[src/rtl/lcd_pkg.sv]
// Shared types and constants for the LCD access scheduler: FSM encoding and the power-on init command ROM.
package lcd_pkg;

    typedef enum logic [2:0] {
        ST_POWER_WAIT,
        ST_INIT_ISSUE,
        ST_INIT_WAIT_BUSY,
        ST_INIT_WAIT_DONE,
        ST_IDLE,
        ST_ISSUE,
        ST_WAIT_BUSY,
        ST_WAIT_DONE
    } state_t;

    localparam int unsigned INIT_LEN = 6;
    localparam int unsigned INIT_IW  = 3;

    localparam logic [7:0] LCD_CMD_CLEAR = 8'h01;
    localparam logic [7:0] LCD_CMD_HOME  = 8'h80;

    // HD44780 4-bit wake-up, function set, display on, clear, entry mode
    function automatic logic [7:0] init_byte(input logic [INIT_IW-1:0] idx);
        case (idx)
            3'd0:    init_byte = 8'h33;
            3'd1:    init_byte = 8'h32;
            3'd2:    init_byte = 8'h28;
            3'd3:    init_byte = 8'h0C;
            3'd4:    init_byte = LCD_CMD_CLEAR;
            3'd5:    init_byte = 8'h06;
            default: init_byte = 8'h00;
        endcase
    endfunction

endpackage

[src/rtl/rr_arbiter.sv]
// Combinational round-robin arbiter with an optional lock that forces the grant to a fixed requester.
module rr_arbiter #(
    parameter int unsigned NUM_REQ = 2
) (
    input  logic [NUM_REQ-1:0]         req,
    input  logic [$clog2(NUM_REQ)-1:0] pointer,
    input  logic                       lock_valid,
    input  logic [$clog2(NUM_REQ)-1:0] lock_owner,
    output logic [$clog2(NUM_REQ)-1:0] grant,
    output logic                       grant_valid
);

    localparam int unsigned IW = $clog2(NUM_REQ);

    logic [IW-1:0] cand;

    // Locked owner wins outright; otherwise first requester at or above the pointer, wrapping.
    always_comb begin
        grant       = pointer;
        grant_valid = 1'b0;
        cand        = '0;
        if (lock_valid && req[lock_owner]) begin
            grant       = lock_owner;
            grant_valid = 1'b1;
        end else begin
            for (int unsigned k = 0; k < NUM_REQ; k++) begin
                cand = IW'((32'(pointer) + k) % NUM_REQ);
                if (!grant_valid && req[cand]) begin
                    grant       = cand;
                    grant_valid = 1'b1;
                end
            end
        end
    end

endmodule

[src/rtl/lcd_access_scheduler.sv]
// Owns the i2c_lcd byte port: runs the power-on init sequence, then shares the port
// round-robin between requesters, one byte per grant, with an optional burst lock.
module lcd_access_scheduler #(
    parameter int unsigned NUM_REQ      = 2,
    parameter int unsigned POWER_WAIT   = 4_000_000,
    parameter int unsigned BUSY_TIMEOUT = 1_000_000
) (
    input  logic                   clk,
    input  logic                   reset,
    input  logic [NUM_REQ-1:0]     req,
    input  logic [NUM_REQ-1:0]     req_rs,
    input  logic [8*NUM_REQ-1:0]   req_data,
    input  logic [NUM_REQ-1:0]     req_lock,
    output logic [NUM_REQ-1:0]     done,
    output logic                   ready,
    output logic                   error,
    output logic                   lcd_send,
    output logic                   lcd_rs,
    output logic [7:0]             lcd_data,
    input  logic                   lcd_busy
);

    import lcd_pkg::*;

    localparam int unsigned IW = $clog2(NUM_REQ);
    localparam int unsigned CW = 32;
    localparam logic [CW-1:0] PW_LAST = CW'(POWER_WAIT - 1);
    localparam logic [CW-1:0] BT_LAST = CW'(BUSY_TIMEOUT - 1);
    localparam logic [INIT_IW-1:0] INIT_LAST = INIT_IW'(INIT_LEN - 1);

    state_t               state, state_d;
    logic [CW-1:0]        cnt, cnt_d;
    logic [INIT_IW-1:0]   init_idx, init_idx_d;
    logic [IW-1:0]        owner, owner_d;
    logic [IW-1:0]        pointer, pointer_d;
    logic                 lock_valid, lock_valid_d;
    logic [NUM_REQ-1:0]   done_d;
    logic                 ready_d, error_d, send_d, rs_d;
    logic [7:0]           data_d;
    logic                 init_step;

    logic [IW-1:0]        grant;
    logic                 grant_valid;
    logic                 lock_hold;
    logic [IW-1:0]        next_ptr;

    // Lock only counts while the owner keeps both req and req_lock asserted
    assign lock_hold = lock_valid && req[owner] && req_lock[owner];
    assign next_ptr  = (owner == IW'(NUM_REQ - 1)) ? '0 : owner + IW'(1);

    rr_arbiter #(
        .NUM_REQ (NUM_REQ)
    ) u_arb (
        .req         (req),
        .pointer     (pointer),
        .lock_valid  (lock_hold),
        .lock_owner  (owner),
        .grant       (grant),
        .grant_valid (grant_valid)
    );

    always_comb begin
        state_d      = state;
        cnt_d        = cnt;
        init_idx_d   = init_idx;
        owner_d      = owner;
        pointer_d    = pointer;
        lock_valid_d = lock_valid;
        done_d       = '0;
        ready_d      = ready;
        error_d      = error;
        send_d       = lcd_send;
        rs_d         = lcd_rs;
        data_d       = lcd_data;
        init_step    = 1'b0;

        case (state)
            ST_POWER_WAIT: begin
                if (cnt == PW_LAST) begin
                    cnt_d   = '0;
                    state_d = ST_INIT_ISSUE;
                end else begin
                    cnt_d = cnt + CW'(1);
                end
            end
            ST_INIT_ISSUE: begin
                data_d  = init_byte(init_idx);
                rs_d    = 1'b0;
                send_d  = 1'b1;
                cnt_d   = '0;
                state_d = ST_INIT_WAIT_BUSY;
            end
            ST_INIT_WAIT_BUSY: begin
                if (lcd_busy) begin
                    send_d  = 1'b0;
                    state_d = ST_INIT_WAIT_DONE;
                end else if (cnt == BT_LAST) begin
                    send_d    = 1'b0;
                    error_d   = 1'b1;
                    init_step = 1'b1;
                end else begin
                    cnt_d = cnt + CW'(1);
                end
            end
            ST_INIT_WAIT_DONE: begin
                if (!lcd_busy) begin
                    init_step = 1'b1;
                end
            end
            ST_IDLE: begin
                // The done cycle is skipped so the finished requester can retire its request first
                if (done == '0) begin
                    lock_valid_d = lock_hold;
                    if (grant_valid) begin
                        owner_d = grant;
                        data_d  = req_data[{grant, 3'b000} +: 8];
                        rs_d    = req_rs[grant];
                        state_d = ST_ISSUE;
                    end
                end
            end
            ST_ISSUE: begin
                send_d  = 1'b1;
                cnt_d   = '0;
                state_d = ST_WAIT_BUSY;
            end
            ST_WAIT_BUSY: begin
                if (lcd_busy) begin
                    send_d  = 1'b0;
                    state_d = ST_WAIT_DONE;
                end else if (cnt == BT_LAST) begin
                    send_d       = 1'b0;
                    error_d      = 1'b1;
                    lock_valid_d = 1'b0;
                    pointer_d    = next_ptr;
                    state_d      = ST_IDLE;
                end else begin
                    cnt_d = cnt + CW'(1);
                end
            end
            ST_WAIT_DONE: begin
                if (!lcd_busy) begin
                    done_d[owner] = 1'b1;
                    state_d       = ST_IDLE;
                    if (req_lock[owner]) begin
                        lock_valid_d = 1'b1;
                    end else begin
                        lock_valid_d = 1'b0;
                        pointer_d    = next_ptr;
                    end
                end
            end
            default: state_d = ST_POWER_WAIT;
        endcase

        // Advance the init ROM whether the byte completed or timed out
        if (init_step) begin
            if (init_idx == INIT_LAST) begin
                state_d = ST_IDLE;
                ready_d = 1'b1;
            end else begin
                init_idx_d = init_idx + INIT_IW'(1);
                state_d    = ST_INIT_ISSUE;
            end
        end
    end

    always_ff @(posedge clk or negedge reset) begin
        if (!reset) begin
            state      <= ST_POWER_WAIT;
            cnt        <= '0;
            init_idx   <= '0;
            owner      <= '0;
            pointer    <= '0;
            lock_valid <= 1'b0;
            done       <= '0;
            ready      <= 1'b0;
            error      <= 1'b0;
            lcd_send   <= 1'b0;
            lcd_rs     <= 1'b0;
            lcd_data   <= '0;
        end else begin
            state      <= state_d;
            cnt        <= cnt_d;
            init_idx   <= init_idx_d;
            owner      <= owner_d;
            pointer    <= pointer_d;
            lock_valid <= lock_valid_d;
            done       <= done_d;
            ready      <= ready_d;
            error      <= error_d;
            lcd_send   <= send_d;
            lcd_rs     <= rs_d;
            lcd_data   <= data_d;
        end
    end

endmodule
[config.mk]
export PLATFORM = sky130hd
export DESIGN_NAME = lcd_access_scheduler
export DESIGN_NICKNAME = d
export VERILOG_FILES = /design/src/rtl/lcd_pkg.sv /design/src/rtl/rr_arbiter.sv /design/src/rtl/lcd_access_scheduler.sv
export SDC_FILE = /design/constraint.sdc
export NUM_CORES = 1
export LEC_CHECK = 0
export CAP_MARGIN = 10
export CORE_ASPECT_RATIO = 1.1
export CORE_MARGIN = 2
export CORE_UTILIZATION = 40
export DETAILED_ROUTE_END_ITERATION = 16
export GPL_ROUTABILITY_DRIVEN = 0
export PLACE_DENSITY = 0.63
export SLEW_MARGIN = 20
export SYNTH_ARGS = -nofsm -noshare
export SYNTH_HDL_FRONTEND = slang
export SYNTH_SLANG_ARGS = --single-unit
[constraint.sdc]
create_clock -name clk -period 2.96 [get_ports clk]
set_input_delay 0.592 -clock clk [delete_from_list [all_inputs] [get_ports clk]]
set_output_delay 0.592 -clock clk [all_outputs]
set_load 0.02 [all_outputs]
==> flow_summary_export.csv, run 1 <==
group,metric,value,unit
die,die_h,101,um
timing,setup_violations,0,
power,p_seq_share,30.7,%
synthesis,ys_warn_count,0,
worst_setup_path,crit_path_max_incr_delay,0.48,ns
synthesis,synth_seq_area_share,39.9,%
clock_tree,cts-root-buf,"clkbuf_8",
synthesis,muxShareOfSynthArea,3.85,%
clock_tree,clkLatencyLatePin,0.31,ns
synthesis,synth_compound_area_share,21.3,%
detailed_routing,drc,0,
clock_tree,cts.reportedPaths.clkPinSlew,0.10,ns
detailed_routing,vias,3034,
clock_tree,numCtsBuffers,5,
power,power_switching,1.44,mW
detailed_routing,drt_iter0_markers,137,
synthesis,synthCells,382,
grt,grtUsageTotal,18.5,%
grt,grt_pass1_vias,2921,
clock_tree,cts_setup_buffers,0,
die,die_w,92.5,um
synthesis,synth-edff-count,0,
die,die_area,9380,um^2
power,p_per_area,811,nW/um^2
worst_setup_path,worstSetupEndpointType,"flip-flop",
worst_setup_path,crit_buf_inv,2,
power,p_leak,1.55,nW
worst_setup_path,path_cells,"nor4_1, nand4_2, buf_4, nor4_4, buf_4, a211oi_1, o21ai_0, o21ai_0",
power,pwr-share-clk,12.7,%
final_layout,area_growth,16.1,%
synthesis,syn_area_per_cell,9.03,um^2
worst_setup_path,crit_slowest_cell,"nor4_1",
timing,rsz0062_at_grt,"false",
synthesis,ys.flop_type,"dfrtp_1",
timing,period_needed,2.51,ns
synthesis,synth_seq_cells,55,
clock_tree,clockBufferDepth,2,
detailed_routing,drtAntennaViolNets,0,
clock_tree,ctsResizeCount,0,
detailed_routing,wl,8280,um
clock_tree,cts.sinks,55,
synthesis,synth_top_area_cell,"dfrtp_1",
synthesis,synth_fp_nets,417,
detailed_routing,routed_via_density,5.77,
detailed_routing,wire_per_inst,15.7,um
final_layout,antenna_cells,0,
synthesis,synth_top_family_by_area,"simple AND/OR/NAND/NOR gates",
timing,setup_tns,0,ns
synthesis,synth-adder-area-share,3.63,%
synthesis,synthXorXnorAreaFrac,0.254,%
timing,fmax,399,MHz
timing,period_share,84.7,%
grt,antenna_found_initial,0,
die,start_util,41.2,%
synthesis,synth.area.top_cells,"dfrtp_1 (40%), o21ai_0 (6.4%), nand2_1 (4.1%), ha_1 (3.6%), o31ai_1 (3.3%)",
timing,finClkSkew,0.0117,ns
die,ioPinCount,39,
final_layout,fin_area,4010,um^2
power,ir_worst_vdd,0.000752,V
synthesis,synth_simple_gate_area_share,25.9,%
clock_tree,cts_tree,"done",
die,core,8360,um^2
synthesis,synth_top_area_share,39.9,%
place,placed_cell_area,3920,um^2
grt,grt_max_degree,56,
timing,tightest_slew,0.714,ns
grt,overflow,0,
worst_setup_path,cp_top_family,"simple AND/OR/NAND/NOR gates",
final_layout,layout_common_cells,"dfrtp_1 (55), o21ai_0 (44), nand2_1 (38), clkdlybuf4s50_1 (37), nor3_1 (18)",
power,power_frac_comb,56.6,%
timing,finalHoldViolCount,0,
worst_setup_path,path_class,"reg -> reg",
power,p_int,1.81,mW
place,io_buffers,38,
final_layout,fillers,828,
worst_setup_path,arrival,2.69,ns
clock_tree,htree_levels,2,
final_layout,nNetsFinal,449,
final_layout,layout_commonest_cell,"dfrtp_1",
synthesis,ys_async_sr_fraction,100,%
detailed_routing,dr.pass1.iters,4,
timing,slew_viol_final,0,
final_layout,drive_gt1_share,8.19,%
place,dpl.hpwl,5890,um
synthesis,synth.distinct_cells,61,
power,p_sw_share,44.2,%
clock_tree,postCtsHoldBufs,0,
worst_setup_path,required,3.14,ns
grt,grt_pass1_wl,14200,um
worst_setup_path,start_kind,"flip-flop",
outcome,status,"completed",
min_path,hold_class,"in -> async",
worst_setup_path,worstPathMaxFanout,22,
timing,maxSlewHeadroom,52.4,%
synthesis,synth_area,3450,um^2
die,num_rows,35,
flow_run,max_cap_violations,0,
logic make-up (layout without fill, tap and decap cells):
family	count (synthesis)	in the layout
buffers and inverters	36	69
AOI/OAI and AO/OA	115	115
muxes	13	13
DFF	55	55
and+or+nand+nor	152	152
xor gates and xnor gates	1	1
adders and majority gates	10	10
metal layers:
metal,vias to the layer above,share of wire (%),global-route usage [%],wire length [um]
li1,1506,-,-,-
met1,1466,46,24.6,3800
met2,56,49,31.9,4090
met3,6,3.8,2.68,316
met4,0,0.91,4.48,75
met5,-,0,0,0
Yosys cell counts, types with 5 or more instances:
cell	count
dfrtp_1	55
o21ai_0	44
nand2_1	38
nor3_1	18
o31ai_1	15
clkbuf_1	14
inv_1	14
a21oi_1	13
nor2_1	12
mux2i_1	11
nand3_1	11
ha_1	10
nor3b_1	9
nor4_1	9
o41ai_1	9
o21ai_1	7
nand2b_1	6
nand4_1	6
or3_1	6
and2_1	5
buf_6	5
stage by stage:
stage | utilization [%] | setup slack, ns | std cells | hold WS, ns | power (mW)
floorplan | - | 0.876 | 382 | 0.296 | 2.33
global placement | 46.9 | 0.409 | 518 | 0.457 | 2.84
detailed placement | 46.9 | 0.328 | 518 | 0.463 | 2.86
CTS | 47.9 | 0.460 | 526 | 0.442 | 3.28
global route | 47.9 | 0.234 | 526 | 0.489 | 3.52
finish | 47.9 | 0.452 | 526 | 0.411 | 3.25
final timing paths:
path,to,cells past startpoint,start,slack (ns)
worst max-delay path,cnt[24],8,cnt[25],0.45
worst min-delay path,lock_valid,2,reset,0.41
worst max register to register,cnt[24],8,cnt[25],0.45
worst min register to register,lcd_data[4],2,lcd_data[4],0.48
max in group asynchronous,cnt[23],2,reset,2.07
min in group clk,lcd_data[4],2,lcd_data[4],0.48
power groups by stage:
stage               Clock (mW)  Sequential [mW]  Combinational [mW]
floorplan                    0             1.07                1.26
detailed placement           0             1.02                1.85
global placement             0             1.01                1.83
global route             0.460             1.02                2.04
finish                   0.412            0.998                1.84
CTS                      0.428             1.00                1.85
sequential cells by signal, indices dropped and copies added, names as in the netlist:
name	count
owner	1
lock_valid	1
lcd_send	1
lcd_data	8
error	1
lcd_rs	1
init_idx	3
ready	1
done	2
state	3
pointer	1
cnt	32
cell type report:
cell class / count / area [um^2] / area share [%]
clock buffers: 6 / 72.6 / 1.81
flip-flops and latches: 55 / 1380 / 34.4
well taps: 111 / 139 / 3.47
inverters: 14 / 52.6 / 1.31
multi-input cells: 291 / 1900 / 47.4
clock inverters: 2 / 12.5 / 0.312
repair buffers: 47 / 455 / 11.4
No activity file was read; power rests on OpenSTA's default activity.
==> run 2, diff against run 1 <==
- PLACE_DENSITY: 0.63 -> 0.65
- clock period: 2.96 -> 2.3 ns (I/O delays scaled with it)
==> flow_summary_export.csv, run 2 (synthesized netlist as in run 1, its figures left out) <==
group,metric,value,unit
final_layout,largest-register,"cnt",
detailed_routing,drtAntennaViolNets,0,
power,pwr-share-clk,13.7,%
worst_setup_path,worstSetupEndpointType,"flip-flop",
worst_setup_path,crit_path_max_incr_delay,0.45,ns
timing,rsz0062_at_grt,"true",
grt,grtUsageTotal,19.7,%
final_layout,antenna_cells,0,
detailed_routing,drt_iter0_markers,215,
detailed_routing,dr_wl_met2,4430,um
worst_setup_path,worstPathMaxFanout,5,
detailed_routing,drc,0,
final_layout,area_growth,27.6,%
flow_run,max_cap_violations,0,
power,p_seq_share,26.9,%
grt,antenna_found_initial,0,
outcome,status,"completed",
detailed_routing,routed.top_layer,"met4",
worst_setup_path,start_kind,"flip-flop",
clock_tree,cts_tree,"done",
worst_setup_path,arrival,2.39,ns
final_layout,top_regs,"cnt: 32 flops, lcd_data: 8 flops",
final_layout,largest_register_ffs,32,
grt,grt_pass1_vias,3196,
worst_setup_path,path_cells,"ha_4, nand4_1, or3b_4, nor4_4, nor3b_2, o21ai_0, a31oi_1",
detailed_routing,wl_met1,3930,um
die,core,8360,um^2
detailed_routing,dr.pass1.iters,5,
final_layout,fillers,776,
worst_setup_path,cp_top_family,"simple AND/OR/NAND/NOR gates",
die,ioPinCount,39,
worst_setup_path,path_class,"reg -> reg",
min_path,hold_class,"in -> async",
timing,tightest_slew,0.571,ns
timing,setup_tns,0,ns
timing,period_needed,2.20,ns
detailed_routing,wire_per_inst,16.0,um
power,ir_worst_vdd,0.000622,V
die,die_w,92.5,um
final_layout,drive_gt1_share,17.4,%
clock_tree,numCtsBuffers,5,
detailed_routing,vias,3214,
timing,fmax,454,MHz
place,io_buffers,38,
grt,overflow,0,
clock_tree,cts.sinks,55,
timing,finClkSkew,0.00671,ns
timing,period_share,95.9,%
place,dpl.hpwl,6710,um
clock_tree,clockBufferDepth,2,
power,p_per_area,1090,nW/um^2
clock_tree,cts.reportedPaths.clkPinSlew,0.10,ns
worst_setup_path,crit_slowest_cell,"or3b_4",
die,num_rows,35,
final_layout,nNetsFinal,483,
clock_tree,postCtsHoldBufs,0,
power,p_int,2.80,mW
detailed_routing,wl,8950,um
detailed_routing,routed_via_density,5.74,
timing,finalHoldViolCount,0,
clock_tree,clkLatencyLatePin,0.32,ns
timing,maxSlewHeadroom,61.9,%
final_layout,layout_common_cells,"dfrtp_1 (54), o21ai_0 (44), nand2_1 (38), buf_4 (38), clkdlybuf4s50_1 (37)",
timing,setup_violations,0,
power,p_sw_share,41.6,%
timing,slew_viol_final,0,
die,die_h,101,um
final_layout,final_core_util,52.6,%
power,p_leak,1.78,nW
detailed_routing,dr_wl_met3,393,um
final_layout,layout_commonest_cell,"dfrtp_1",
die,start_util,41.2,%
clock_tree,htree_levels,2,
grt,grt_max_degree,34,
worst_setup_path,required,2.48,ns
power,power_frac_comb,59.4,%
timing,whs,0.123,ns
clock_tree,cts-root-buf,"clkbuf_8",
worst_setup_path,crit_buf_inv,0,
grt,grt_pass1_wl,15000,um
power,power_switching,1.99,mW
die,die_area,9380,um^2
[run 2: layout make-up]
cell class,count,area (um^2),area share [%]
multi-input cells,291,1960,44.5
flip-flops and latches,55,1380,31.3
repair buffers,81,761,17.3
well taps,111,139,3.16
clock buffers,5,68.8,1.56
inverters,14,52.6,1.19
clock inverters,3,43.8,0.995
[run 2: layer usage]
metal  global-route usage (%)  vias to the layer above
li1                         -                     1571
met1                     23.6                     1538
met2                     35.1                       88
met3                     3.79                       17
met4                     7.58                        0
met5                        0                        -
[run 2: power by group through the flow]
stage | sequential (mW) | combinational (mW) | clock [mW]
5_1_grt | 1.31 | 3.13 | 0.712
3_5_place_dp | 1.30 | 2.80 | 0
2_1_floorplan | 1.38 | 1.62 | 0
6_report | 1.29 | 2.85 | 0.656
3_3_place_gp | 1.29 | 2.76 | 0
4_1_cts | 1.28 | 2.81 | 0.675
[run 2: path summary, 6_finish.rpt]
kind	startpoint	to	slack [ns]	depth (start not counted)
worst min-delay path	reset	cnt[19]	0.12	1
worst min register to register	ready	ready	0.47	1
worst max-delay path	cnt[0]	state[0]	0.1	7
worst max register to register	cnt[0]	state[0]	0.1	7
min in group clk	ready	ready	0.47	1
max in group asynchronous	reset	cnt[30]	1.60	2
[run 2: through the flow]
| stage | worst slack, ns | power (mW) | std cells | area (um^2) |
|---|---|---|---|---|
| 5_1_grt | -0.0133 | 5.15 | 560 | 4400 |
| 4_1_cts | 0.0483 | 4.77 | 557 | 4330 |
| 3_3_place_gp | 0.0121 | 4.05 | 549 | 4200 |
| 2_1_floorplan | 0.216 | 3.00 | 382 | 3450 |
| 3_5_place_dp | -0.0856 | 4.10 | 549 | 4200 |
| 6_report | 0.0953 | 4.79 | 560 | 4400 |
[run 2: repair_timing]
action	4_1_cts	5_1_grt
setup buffers	0	3
pin swaps	1	5
resized for setup	2	10
setup endpoints to repair	28	34
